==> src/rtl/direct_mapped_cache_if.sv <==
// ---------------------------------------------------------------------------
// direct_mapped_cache_if
//   Processor-side memory port of the data cache.
//   master : datapath/controller (drives the request, receives data + stall)
//   slave  : the cache
//   Address   word address (byte address bits [NBITS-1:2])
//   WriteData store data
//   MemRead   load request, held stable while busy=1
//   MemWrite  store request
//   ReadData  load data back to the datapath
//   busy      stall to the controller
// ---------------------------------------------------------------------------
interface direct_mapped_cache_if #(
  parameter int NBITS = 8
);
  logic [NBITS-3:0] Address;
  logic [NBITS-1:0] WriteData;
  logic             MemRead;
  logic             MemWrite;
  logic [NBITS-1:0] ReadData;
  logic             busy;

  modport master (
    output Address, WriteData, MemRead, MemWrite,
    input  ReadData, busy
  );

  modport slave (
    input  Address, WriteData, MemRead, MemWrite,
    output ReadData, busy
  );
endinterface

==> src/rtl/direct_mapped_cache.sv <==
// ---------------------------------------------------------------------------
// direct_mapped_cache
//   Direct-mapped, write-through, no-write-allocate data cache with one-word
//   lines. Load hits return data combinationally with no stall; a load miss
//   stalls for one cycle (FILL) while memory returns the word. Stores are
//   passed straight to memory and update the line only when it already holds
//   that address. Saturating load hit/miss counters are provided.
//
//   clock        rising-edge clock
//   reset        asynchronous, active-low
//   flush        synchronous invalidate-all
//   cpu          processor port (direct_mapped_cache_if.slave)
//   memAddress   word address to memory (passthrough of cpu.Address)
//   memWriteData store data to memory (passthrough of cpu.WriteData)
//   memMemWrite  memory write strobe
//   memReadData  memory read data, valid one cycle after memAddress
//   hit_count    saturating load-hit counter
//   miss_count   saturating load-miss counter
// ---------------------------------------------------------------------------
module direct_mapped_cache #(
  parameter int NBITS  = 8,
  parameter int NLINES = 4,
  parameter int CW     = 16
) (
  input  logic                 clock,
  input  logic                 reset,
  input  logic                 flush,
  direct_mapped_cache_if.slave cpu,
  output logic [NBITS-3:0]     memAddress,
  output logic [NBITS-1:0]     memWriteData,
  output logic                 memMemWrite,
  input  logic [NBITS-1:0]     memReadData,
  output logic [CW-1:0]        hit_count,
  output logic [CW-1:0]        miss_count
);

  localparam int IDX   = $clog2(NLINES);
  localparam int TAG   = NBITS - 2 - IDX;
  // A fully-indexed configuration has no tag bits; keep a 1-bit constant-zero
  // tag so the compare below still works and always matches.
  localparam int TAG_W = (TAG > 0) ? TAG : 1;

  typedef enum logic {
    IDLE = 1'b0,
    FILL = 1'b1
  } state_t;

  state_t state_q, state_d;

  // Line storage
  logic [NLINES-1:0] valid_q;
  logic [TAG_W-1:0]  tag_q  [NLINES];
  logic [NBITS-1:0]  data_q [NLINES];

  // Line being filled, captured in the miss cycle
  logic [IDX-1:0]    fill_idx;
  logic [TAG_W-1:0]  fill_tag;

  // Request decode
  logic [IDX-1:0]    req_idx;
  logic [TAG_W-1:0]  req_tag;
  logic              hit;
  logic              rd_req;
  logic              load_hit;
  logic              load_miss;
  logic              store_hit;
  logic              fill_we;

  logic              busy_o;
  logic [NBITS-1:0]  read_data_o;

  assign req_idx = cpu.Address[IDX-1:0];
  assign req_tag = TAG_W'(cpu.Address >> IDX);
  assign hit     = valid_q[req_idx] && (tag_q[req_idx] == req_tag);

  // A simultaneous load and store is handled as a store only.
  assign rd_req    = cpu.MemRead && !cpu.MemWrite;
  assign load_hit  = (state_q == IDLE) && rd_req && hit;
  assign load_miss = (state_q == IDLE) && rd_req && !hit;
  assign store_hit = (state_q == IDLE) && cpu.MemWrite && hit;
  // A flush landing on the fill edge wins: the word is still returned to the
  // datapath but the line is not allocated.
  assign fill_we   = (state_q == FILL) && !flush;

  assign memAddress   = cpu.Address;
  assign memWriteData = cpu.WriteData;
  assign cpu.busy     = busy_o;
  assign cpu.ReadData = read_data_o;

  // -------------------------------------------------------------------------
  // FSM: state register
  // -------------------------------------------------------------------------
  // NOTE: sequential state uses non-blocking assignments so every register
  // samples the pre-edge values, independent of process ordering.
  always_ff @(posedge clock or negedge reset) begin
    if (!reset) state_q <= IDLE;
    else        state_q <= state_d;
  end

  // -------------------------------------------------------------------------
  // FSM: next state
  // -------------------------------------------------------------------------
  // NOTE: every combinational output gets a default before the case so no
  // path leaves it unassigned, which would otherwise infer a latch.
  always_comb begin
    state_d = state_q;
    unique case (state_q)
      IDLE:    if (rd_req && !hit) state_d = FILL;
      FILL:    state_d = IDLE;
      default: state_d = IDLE;
    endcase
  end

  // -------------------------------------------------------------------------
  // FSM: outputs
  // -------------------------------------------------------------------------
  // Outputs are also forced quiet while reset is held, so a request presented
  // during reset neither stalls the controller nor strobes memory.
  always_comb begin
    busy_o      = 1'b0;
    read_data_o = '0;
    memMemWrite = 1'b0;
    if (reset) begin
      unique case (state_q)
        IDLE: begin
          busy_o      = rd_req && !hit;
          memMemWrite = cpu.MemWrite;
          if (rd_req && hit) read_data_o = data_q[req_idx];
        end
        FILL: read_data_o = memReadData;
        default: ;
      endcase
    end
  end

  // -------------------------------------------------------------------------
  // Valid bits, fill bookkeeping and counters
  // -------------------------------------------------------------------------
  always_ff @(posedge clock or negedge reset) begin
    if (!reset) begin
      valid_q    <= '0;
      fill_idx   <= '0;
      fill_tag   <= '0;
      hit_count  <= '0;
      miss_count <= '0;
    end else begin
      if (flush)        valid_q           <= '0;
      else if (fill_we) valid_q[fill_idx] <= 1'b1;

      if (load_miss) begin
        fill_idx <= req_idx;
        fill_tag <= req_tag;
      end

      if (load_hit && (hit_count != '1))   hit_count  <= hit_count + 1'b1;
      if (load_miss && (miss_count != '1)) miss_count <= miss_count + 1'b1;
    end
  end

  // -------------------------------------------------------------------------
  // Tag and data arrays
  // -------------------------------------------------------------------------
  // NOTE: the arrays carry no reset; valid_q alone decides whether a line's
  // contents mean anything, so clearing them would only add reset fan-out.
  always_ff @(posedge clock) begin
    if (fill_we) begin
      tag_q[fill_idx]  <= fill_tag;
      data_q[fill_idx] <= memReadData;
    end else if (store_hit) begin
      data_q[req_idx] <= cpu.WriteData;
    end
  end

endmodule

==> src/flat_wrapper.sv <==
// flat-port wrapper written by rule: the top's interface ports become plain ports
module direct_mapped_cache_flat 
#(
  parameter int NBITS  = 8,
  parameter int NLINES = 4,
  parameter int CW     = 16
)
  (clock, reset, flush, memAddress, memWriteData, memMemWrite, memReadData, hit_count, miss_count, cpu_Address, cpu_WriteData, cpu_MemRead, cpu_MemWrite, cpu_ReadData, cpu_busy);
  direct_mapped_cache_if #(.NBITS(NBITS)) cpu_i ();
  input  logic clock;
  input  logic reset;
  input  logic flush;
  output logic [NBITS-3:0] memAddress;
  output logic [NBITS-1:0] memWriteData;
  output logic memMemWrite;
  input  logic [NBITS-1:0] memReadData;
  output logic [CW-1:0] hit_count;
  output logic [CW-1:0] miss_count;
  input wire logic [$bits(cpu_i.Address)-1:0] cpu_Address;
  input wire logic [$bits(cpu_i.WriteData)-1:0] cpu_WriteData;
  input wire logic [$bits(cpu_i.MemRead)-1:0] cpu_MemRead;
  input wire logic [$bits(cpu_i.MemWrite)-1:0] cpu_MemWrite;
  output wire logic [$bits(cpu_i.ReadData)-1:0] cpu_ReadData;
  output wire logic [$bits(cpu_i.busy)-1:0] cpu_busy;
  assign cpu_i.Address = cpu_Address;
  assign cpu_i.WriteData = cpu_WriteData;
  assign cpu_i.MemRead = cpu_MemRead;
  assign cpu_i.MemWrite = cpu_MemWrite;
  assign cpu_ReadData = cpu_i.ReadData;
  assign cpu_busy = cpu_i.busy;
  direct_mapped_cache #(.NBITS(NBITS), .NLINES(NLINES), .CW(CW)) u_core (.clock(clock), .reset(reset), .flush(flush), .cpu(cpu_i), .memAddress(memAddress), .memWriteData(memWriteData), .memMemWrite(memMemWrite), .memReadData(memReadData), .hit_count(hit_count), .miss_count(miss_count));
endmodule
==> config.mk <==
export PLATFORM = sky130hd
export DESIGN_NAME = direct_mapped_cache_flat
export DESIGN_NICKNAME = d
export VERILOG_FILES = /design/src/rtl/direct_mapped_cache_if.sv /design/src/rtl/direct_mapped_cache.sv /design/src/flat_wrapper.sv
export SDC_FILE = /design/constraint.sdc
export NUM_CORES = 1
export LEC_CHECK = 0
export ABC_CLOCK_PERIOD_IN_PS = 8300
export BUFFER_PORTS_ARGS = -buffer_cell sky130_fd_sc_hd__buf_2
export CELL_PAD_IN_SITES_DETAIL_PLACEMENT = 2
export CELL_PAD_IN_SITES_GLOBAL_PLACEMENT = 2
export CORE_ASPECT_RATIO = 1.25
export CORE_MARGIN = 5
export CORE_UTILIZATION = 40
export DETAILED_ROUTE_END_ITERATION = 10
export GPL_TIMING_DRIVEN = 0
export MAX_ROUTING_LAYER = met4
export PLACE_DENSITY = 0.88
export SETUP_SLACK_MARGIN = 0.02
export SYNTH_ARGS = -nofsm -noshare
export SYNTH_HDL_FRONTEND = slang
export SYNTH_SLANG_ARGS = --single-unit
==> constraint.sdc <==
create_clock -name clock -period 8.3 [get_ports clock]
set_clock_uncertainty 0.2 [all_clocks]
set_input_delay 0 -clock clock [delete_from_list [all_inputs] [get_ports clock]]
set_output_delay 0 -clock clock [all_outputs]
set_load 0.01 [all_outputs]
# Word-level counts from Yosys, hierarchy flattened
# Memories as Yosys holds them, arrays and structs flattened.
# Index checks and enable logic that the tools add are counted.
# totals
inputBits	27
out_inout_bits	56
regBits	43
mem_count	2
ramBits	48
word_cells	59
# memory_table
name	depth	word_bits	rd	rd_clocked_by_memory_dff	write_ports	line_no	text
u_core.data_q	4	8	1	0	1	direct_mapped_cache.sv:53	logic [NBITS-1:0] data_q [NLINES];
u_core.tag_q	4	4	1	0	1	direct_mapped_cache.sv:52	logic [TAG_W-1:0] tag_q [NLINES];
# classes
n_reduce_logical	18
muxes	23
n_addsub	2
n_bitwise	2
n_eq_ne	3
order_cmp	3
# ops
cell	count
16-bit by 1-bit adder with 16-bit output, second input constant	2
16-bit inequality test, second input constant	2
8-bit two-way mux	3
8-bit one-hot mux with 2 select lines	1
1-bit logical AND	13
1-bit two-way mux	13
4-bit two-way mux	2
8-bit OR reduction	1
2-bit by 3-bit less-than comparator with 1-bit output, second input constant	2
4-bit equality test	1
4-bit bitwise OR	1
1-bit zero test	3
1-bit binary-select mux with 2-bit select	1
1-bit demux with 2-bit select	1
2-bit by 1-bit greater-or-equal comparator with 1-bit output, second input constant	1
2-bit two-way mux	1
1-bit one-hot mux with 2 select lines	1
2-bit nonzero test	1
1-bit inverter	1

# Longest topological paths before layout
# Gate-level depths: netlist of run 1.
# logic_depth
ltp_word	9
mapped_depth	9
depth_no_buf	7

# Worst setup path before layout of run 1
# No wires, ideal clock.
# synth_path
path_type	flip-flop to flip-flop
start	mem u_core.tag_q[3][0] (netlist name)
end	mem u_core.data_q[2][0], enable pin
path_stages_with_launch	7
path_buffers	1
period_less_slack_ns	3.058
t_arrival_ns	2.471
setup_ns	0.388
setup_slack_ns	5.242
required_time_ns	7.712
path_cell_list	edfxtp_1 mux4_2 or2_1 a221oi_4 nand3b_2 buf_6 o32ai_1
# synth_via
elab_chain_len	9
# synth_lines
element	line_no	text
start, declared	direct_mapped_cache.sv:52	
memory read 4 x 4 bit *	--	
4-bit equality test *	direct_mapped_cache.sv:74	assign hit = valid_q[req_idx] && (tag_q[req_idx] == req_tag);
1-bit logical AND *	direct_mapped_cache.sv:74	
1-bit logical AND *	direct_mapped_cache.sv:80	assign store_hit = (state_q == IDLE) && cpu.MemWrite && hit;
1-bit two-way mux *	direct_mapped_cache.sv:169	end else if (store_hit) begin
1-bit two-way mux *	direct_mapped_cache.sv:166	if (fill_we) begin
1-bit two-way mux (implied by the code) *	direct_mapped_cache.sv:170	data_q[req_idx] <= cpu.WriteData;
8-bit OR reduction (no line)	--	
2-bit two-way mux (no line) or 1-bit two-way mux (tied branches)	--	
end, declared	direct_mapped_cache.sv:53	
# Every way passes the cells marked *; elsewhere a longest branch is shown, timed or not.

# Worst setup path after layout of run 1
# layout_path
start	mem u_core.tag_q[3][0] (netlist name)
end	mem u_core.data_q[0][1] (data pin)
# layout_via
elab_chain_len	9
# layout_lines
element	line_no
memory read 4 x 4 bit	--
4-bit equality test	direct_mapped_cache.sv:74
1-bit logical AND	direct_mapped_cache.sv:74
1-bit logical AND	direct_mapped_cache.sv:80
1-bit two-way mux	direct_mapped_cache.sv:169
1-bit two-way mux	direct_mapped_cache.sv:166
1-bit two-way mux (implied by the code)	direct_mapped_cache.sv:170
8-bit OR reduction (no line)	--
8-bit two-way mux (no line)	--
# Every way passes these cells.

==> summary.md, run 1 <==
| Metric | Value |
|---|---|
| Max-slew violation count | `0` |
| Sequential area share after synthesis | `0.5907` |
| I/O pin count | `83` |
| Setup ws final | `4.767 ns` |
| Leakage | `between 0.002 and 0.0025 µW` |
| Worst path cell trace | `mux4_2 > or2_1 > a221oi_4 > nand3b_2 > buf_6 > mux2_4 > dlygate4sd3_1` |
| Worst ir drop on vdd | `0.0001054 V` |
| Mapped Cells | `roughly 330` |
| Crit path time final | `about 3.5 ns` |
| Area growth syn-to-layout | `27.07%` |
| Vias in the first global route | `about 3700` |
| Die X | `~100 µm` |
| Clock Path Buffers | `2` |
| Final period utilization | `0.4256` |
| WP data required | `around 8.2 ns` |
| Max cap viols | `0` |
| Synth area leaders | `edfxtp_1 (34%), dfrtp_1 (25%), mux4_2 (4.8%)` |
| Final WL | `roughly 14000 µm` |
| Cts repair resizes | `0` |
| Largest net degree at the start of global routing | `between 40 and 50` |
| GPL Wtd Cong | `roughly 0.79` |
| Starting Density | `0.4055` |
| Max H-tree Level | `3` |
| Slowest CP cell | `dlygate4sd3_1` |
| Fmax | `between 0.2 and 0.3 GHz` |
| Worst skew pair latency | `~0.34 ns` |
| Async SR Flop Fraction | `0.4725` |
| CTS buffer count | `9` |
| Ys Warns | `0` |
| Initial DRC Count | `approximately 130` |
| Worst slew margin | `0.2728` |
| Die Height | `125.4 µm` |
| Worst EP arrival | `3.39 ns` |
| Setup violators final | `0` |
| First-pass GRT wire length | `approximately 21000 µm` |
| CP peak stage delay | `around 0.65 ns` |
| Nets | `479` |
| Worst-path clk slew | `about 0.06 ns` |
| Die ar. | `approximately 13000 µm²` |
| Share of post-route cells with drive strength above 1 | `0.3253` |
| Vias per cell | `roughly 5.4` |
| Count leader, synth | `edfxtp_1` |
| Mean Syn Cell Area | `~13 µm²` |
| Setup tns final | `0 ns` |
| Total grt overflow | `0` |
| Crit-path leading delay family | `buffers and inverters` |
| Final ANT Viol Nets | `0` |
| Power per cell area | `~200 nW/µm²` |
| Seq cells post-synth | `91` |
| Yosys top cell by area | `edfxtp_1` |
| Main synth FF type | `edfxtp_1` |
| Drc violations | `0` |
| Top-area cell type share of the netlist area | `0.3382` |
| EDFF count, synth | `48` |
| Clk root buf | `clkbuf_16` |
| Post-synth top cells | `edfxtp_1 (48), dfrtp_1 (43), nand2_1 (21), inv_1 (19), xor2_1 (19)` |
| Row count | `42` |
| Critical Path Start Type | `register` |
| Antenna diodes | `0` |
| Final hold vios | `0` |
| HPWL after DPL | `approximately 9500 µm` |
| Kind of critical path | `register to register` |
| Number of antenna violations at the first check in global routing | `0` |
| Area of the core | `around 11000 µm²` |
| Syn Nets | `360` |
| Vias | `3156` |
| Pre-CTS setup slack | `between 4 and 5 ns` |
| Sink Count | `just over 90` |
| Routed wire per std cell | `approximately 23 µm` |
| TritonCTS clock tree | `done` |
| Buffer and inverter count on the worst path | `2` |
| RSZ-0062 raised after global routing | `false` |
| DRT Pass-1 Iters | `4` |
| Worst slew pin tran | `1.091 ns` |
| Port Buffers | `81` |
| Global Route Usage Sum | `0.2291` |
| HP Class | `input port to output pin` |
| Kind of end point of the critical path | `register` |
| CP max FO | `10` |
| Total power | `roughly 1100 µW` |
| Status | `finished, final reports clean` |
| Cell Area, Synth | `~4300 µm²` |
| Cell variety after synth | `42` |
==> registers in the layout, indices dropped and copies added (netlist names) <==
signal,count
u_core.data_q,32
u_core.fill_idx,2
u_core.fill_tag,4
u_core.hit_count,16
u_core.miss_count,16
u_core.state_q,1
u_core.tag_q,16
u_core.valid_q,4
==> power breakdown <==
group,switching (µW),internal [µW],leakage [µW]
registers,29.6,504,0.00101
logic,71.0,59.6,0.00130
clock network,174,248,0.000153
==> cells in the final DEF, fill, tap and decap left out, types with 2 or more instances in the layout <==
cell type / netlist / final
and2_1: 4 / 4
and3_1: 10 / 10
and4_1: 2 / 2
buf_1: 2 / 2
buf_2: 5 / 86
buf_4: 15 / 16
clkbuf_1: 3 / 3
clkbuf_16: 0 / 9
clkbuf_8: 0 / 2
clkinv_2: 0 / 2
dfrtp_1: 43 / 43
dlygate4sd3_1: 0 / 26
edfxtp_1: 48 / 48
ha_1: 2 / 2
inv_1: 19 / 19
mux2_2: 8 / 8
mux2_4: 6 / 6
mux2i_1: 7 / 7
mux4_2: 9 / 9
nand2_1: 21 / 21
nand2b_1: 3 / 3
nand3_1: 16 / 16
nand4_1: 14 / 14
nor2_1: 14 / 14
nor3_1: 6 / 6
nor3b_1: 3 / 3
nor4_1: 2 / 2
o21ai_0: 16 / 14
o21ai_1: 0 / 2
or3_1: 2 / 2
xnor2_1: 17 / 17
xor2_1: 19 / 19
==> cell type report <==
class / instances / area [µm²]
Fill cell: 1068 / 5095
Sequential cell: 91 / 2517
Multi-Input combinational cell: 195 / 1518
Buffer: 26 / 167.7
Tap cell: 132 / 165.2
Clock buffer: 11 / 252.7
Timing Repair Buffer: 108 / 673.1
Inverter: 19 / 71.32
Clock inverter: 5 / 50.05
==> cells by family after synthesis <==
| logic type | count (synthesis) | synth area share |
|---|---|---|
| xor+xnor | 36 | 0.07399 |
| simple gates | 104 | 0.1309 |
| compound gates | 22 | 0.03347 |
| mux | 31 | 0.1089 |
| flops | 91 | 0.5907 |
| fa+ha+maj | 2 | 0.005871 |
| buf+inv | 45 | 0.05608 |
==> path summary, 6_finish.rpt <==
check	from	to	slack, ns	depth (start not counted)
max	u_core.tag_q[3][0]$_DFFE_PP_	u_core.data_q[0][1]$_DFFE_PP_	4.77	7
min	cpu_WriteData[7]	memWriteData[7]	0.09	3
max reg2reg	u_core.tag_q[3][0]$_DFFE_PP_	u_core.data_q[0][1]$_DFFE_PP_	4.77	7
min reg2reg	u_core.miss_count[15]$_DFFE_PN0P_	u_core.miss_count[15]$_DFFE_PN0P_	0.30	1
max in group asynchronous	reset	u_core.miss_count[10]$_DFFE_PN0P_	7.01	2
min in group asynchronous	reset	u_core.fill_tag[2]$_DFFE_PN0P_	0.20	2
==> per-layer routing <==
layer	wire length, µm	GRT usage	vias up
li1	-	-	1414
met1	5203	0.2532	1633
met2	7783	0.4160	91
met3	432	0.02786	18
met4	259	0.07954	0
met5	0	-	-
==> worst register-to-register path, stage by stage, from the launching register on <==
cell and delay (ns):
edfxtp_1 0.39, mux4_2 0.49, or2_1 0.26, a221oi_4 0.49
nand3b_2 0.23, buf_6 0.22, mux2_4 0.31, dlygate4sd3_1 0.65
==> repair_timing <==
item | 4_1_cts | 5_1_grt
hold buffers | 26 | 0
endpoints found under the hold margin | 85 | 0
setup buffers | 0 | 0
==> stage by stage <==
step	hold WS (ns)	instance area, µm²	std cells	utilization
floorplan	-0.4956	4262	331	-
global placement	-0.01246	4832	544	0.4598
detailed placement	-0.01071	4840	544	0.4605
CTS	0.1003	5403	586	0.5140
global route	0.1168	5415	587	0.5152
finish	0.09213	5415	587	0.5152
(Power assumes the default switching activity.)
==> run 2, diff against run 1 <==
--- a/config.mk
+++ b/config.mk
@@ -5,17 +5,17 @@
 export SDC_FILE = /design/constraint.sdc
 export NUM_CORES = 1
 export LEC_CHECK = 0
-export ABC_CLOCK_PERIOD_IN_PS = 8300
+export ABC_CLOCK_PERIOD_IN_PS = 3500
 export BUFFER_PORTS_ARGS = -buffer_cell sky130_fd_sc_hd__buf_2
 export CELL_PAD_IN_SITES_DETAIL_PLACEMENT = 2
 export CELL_PAD_IN_SITES_GLOBAL_PLACEMENT = 2
 export CORE_ASPECT_RATIO = 1.25
 export CORE_MARGIN = 5
-export CORE_UTILIZATION = 40
+export CORE_UTILIZATION = 37
 export DETAILED_ROUTE_END_ITERATION = 10
 export GPL_TIMING_DRIVEN = 0
 export MAX_ROUTING_LAYER = met4
-export PLACE_DENSITY = 0.88
+export PLACE_DENSITY = 0.82
 export SETUP_SLACK_MARGIN = 0.02
 export SYNTH_ARGS = -nofsm -noshare
 export SYNTH_HDL_FRONTEND = slang
==> constraint.sdc (replaced) <==
create_clock -name clock -period 3.5 [get_ports clock]
set_clock_uncertainty 0.2 [all_clocks]
set_input_delay 0 -clock clock [delete_from_list [all_inputs] [get_ports clock]]
set_output_delay 0 -clock clock [all_outputs]
set_load 0.01 [all_outputs]
==> summary.md, run 2 (synthesis results as in run 1) <==
| Metric | Value |
|---|---|
| Final WL | `12350 µm (-9.7%)` |
| Initial DRC Count | `108 (-19%)` |
| Vias per cell | `5.237 (-2.6%)` |
| Global Route Usage Sum | `0.1957 (-0.03336)` |
| HP Class | `input port to output pin` |
| Pre-CTS setup slack | `-0.4642 ns (-4.723 ns)` |
| Starting Density | `0.3808 (-0.02466)` |
| CP max FO | `10 (unchanged)` |
| WP data required | `3.37 ns (-4.78 ns)` |
| Final instance area | `5415 µm² (unchanged)` |
| Filler cells | `1127 (+5.5%)` |
| Kind of end point of the critical path | `register` |
| First-pass GRT wire length | `19980 µm (-6.0%)` |
| Routed wire per std cell | `20.94 µm (-10%)` |
| Worst slew pin tran | `1.065 ns (-0.02586 ns)` |
| Commonest non-fill, non-tap cell in the layout | `buf_2` |
| Max cap viols | `0 (unchanged)` |
| Largest net degree at the start of global routing | `47 (unchanged)` |
| Worst EP arrival | `3.26 ns (-0.13 ns)` |
| Clock Path Buffers | `2 (unchanged)` |
| HPWL after DPL | `8322 µm (-13%)` |
| Number of antenna violations at the first check in global routing | `0 (unchanged)` |
| Area of the core | `11190 µm² (+6.5%)` |
| Fmax | `0.2950 GHz (+4.2%)` |
| Port Buffers | `81 (unchanged)` |
| I/O pin count | `83 (unchanged)` |
| Sink Count | `91 (unchanged)` |
| Max H-tree Level | `3 (unchanged)` |
| CTS buffer count | `9 (unchanged)` |
| Die ar. | `13780 µm² (+7.4%)` |
| Largest register by flop count | `u_core.data_q` |
| DRT Pass-1 Iters | `5 (+1)` |
| Drc violations | `0 (unchanged)` |
| Setup ws final | `0.1101 ns (-4.657 ns)` |
| Commonest non-fill, non-tap cells in the layout | `buf_2 (86), edfxtp_1 (48), dfrtp_1 (43), dlygate4sd3_1 (26), nand2_1 (21)` |
| Worst ir drop on vdd | `0.0002200 V (+110%)` |
| Die X | `106.0 µm (+3.6%)` |
| Row count | `43 (+2.4%)` |
| RSZ-0062 raised after global routing | `false` |
| Area growth syn-to-layout | `27.07% (unchanged)` |
| Antenna diodes | `0 (unchanged)` |
| Share of post-route cells with drive strength above 1 | `0.3231 (-0.002198)` |
| Clk root buf | `clkbuf_16` |
| Max reg flops | `32 (unchanged)` |
| Vias in the first global route | `3514 (-5.2%)` |
| Die Height | `130.0 µm (+3.7%)` |
| Worst skew pair latency | `0.34 ns (about the same)` |
| Total grt overflow | `0 (unchanged)` |
| GPL Wtd Cong | `0.7849 (about the same)` |
| Kind of critical path | `register to register` |
| Nets | `479 (unchanged)` |
| Final period utilization | `0.9685 (+0.5429)` |
| Worst slew margin | `0.2901 (+0.01724)` |
| Dpl cell area | `4848 µm² (+0.18%)` |
| Leakage | `0.002441 µW (-0.63%)` |
| Setup violators final | `0 (unchanged)` |
| Util after Layout | `0.4839 (-0.03134)` |
| Final ANT Viol Nets | `0 (unchanged)` |
| Critical Path Start Type | `register` |
| Status | `finished, final reports clean` |
| Crit path time final | `3.390 ns (-0.1427 ns)` |
| Worst Hold Slack | `0.09817 ns (+0.006040 ns)` |
| TritonCTS clock tree | `done` |
| Worst-path clk slew | `0.07 ns (about the same)` |
| Power per cell area | `461.9 nW/µm² (+130%)` |
| Max-slew violation count | `0 (unchanged)` |
| Final hold vios | `0 (unchanged)` |
| Vias | `3090 (-2.1%)` |
| Total power | `2501 µW (+130%)` |
[run 2: changes by cell type in the layout (fill, tap and decap cells not counted), sizes merged]
cell      delta
clkinv       -1
inv          -1
clkinvlp     +2
[run 2: path summary, 6_finish.rpt]
kind                                                    from                                 to  slack [ns]  cells after the start
setup / recovery                u_core.tag_q[3][0]$_DFFE_PP_      u_core.data_q[2][4]$_DFFE_PP_        0.11                      8
hold / removal                              cpu_WriteData[0]                    memWriteData[0]         0.1                      3
setup reg to reg                u_core.tag_q[3][0]$_DFFE_PP_      u_core.data_q[2][4]$_DFFE_PP_        0.11                      8
hold reg to reg            u_core.miss_count[15]$_DFFE_PN0P_  u_core.miss_count[15]$_DFFE_PN0P_        0.30                      1
max in group asynchronous                              reset   u_core.hit_count[12]$_DFFE_PN0P_        2.24                      2
min in group asynchronous                              reset  u_core.miss_count[14]$_DFFE_PN0P_        0.18                      2
[run 2: repair_timing]
action | 4_1_cts | 5_1_grt
endpoints found under the setup margin | 25 | 44
resized for setup | 2 | 2
hold buffers | 26 | 0
pin swaps | 0 | 1
cloned | 0 | 0
setup buffers | 0 | 1
hold endpoints to repair | 85 | 0
[run 2: final cells by class]
class,count,area [µm²],share of cell area
sequential,91,2517,0.4649
multi-input combinational,195,1530,0.2826
timing repair buffer,108,673.1,0.1243
clock buffer,11,232.7,0.04298
tap,135,168.9,0.03119
buffer,26,167.7,0.03096
inverter,19,71.32,0.01317
clock inverter,5,53.80,0.009935
[run 2: power by group]
part	switching [µW]	internal, µW	leakage [µW]
combinational	152	138	0.00130
clock	402	551	0.000133
sequential	63.7	1200	0.00101
[run 2: critical path, stage by stage (launching register included)]
cell and delay [ns]:
edfxtp_1 0.39, mux4_2 0.49, or2_1 0.25, a221oi_4 0.26
buf_4 0.20, nand3b_2 0.16, buf_6 0.22, mux2_4 0.30
dlygate4sd3_1 0.63
[run 2: metrics by stage]
step                TNS (ns)  cells
global route               0    590
CTS                  -0.1040    589
floorplan                  0    331
finish                     0    590
detailed placement    -6.566    547
global placement      -8.761    547
[run 2: routing by layer]
layer  global-route usage  wire length (µm)  up-vias  part of all wire
li1                     -                 -     1406                 -
met1               0.2248              5005     1603              0.41
met2               0.3525              6841       66              0.55
met3              0.03068               289       15             0.023
met4              0.06250               218        0             0.018
met5                    -                 0        -                 0
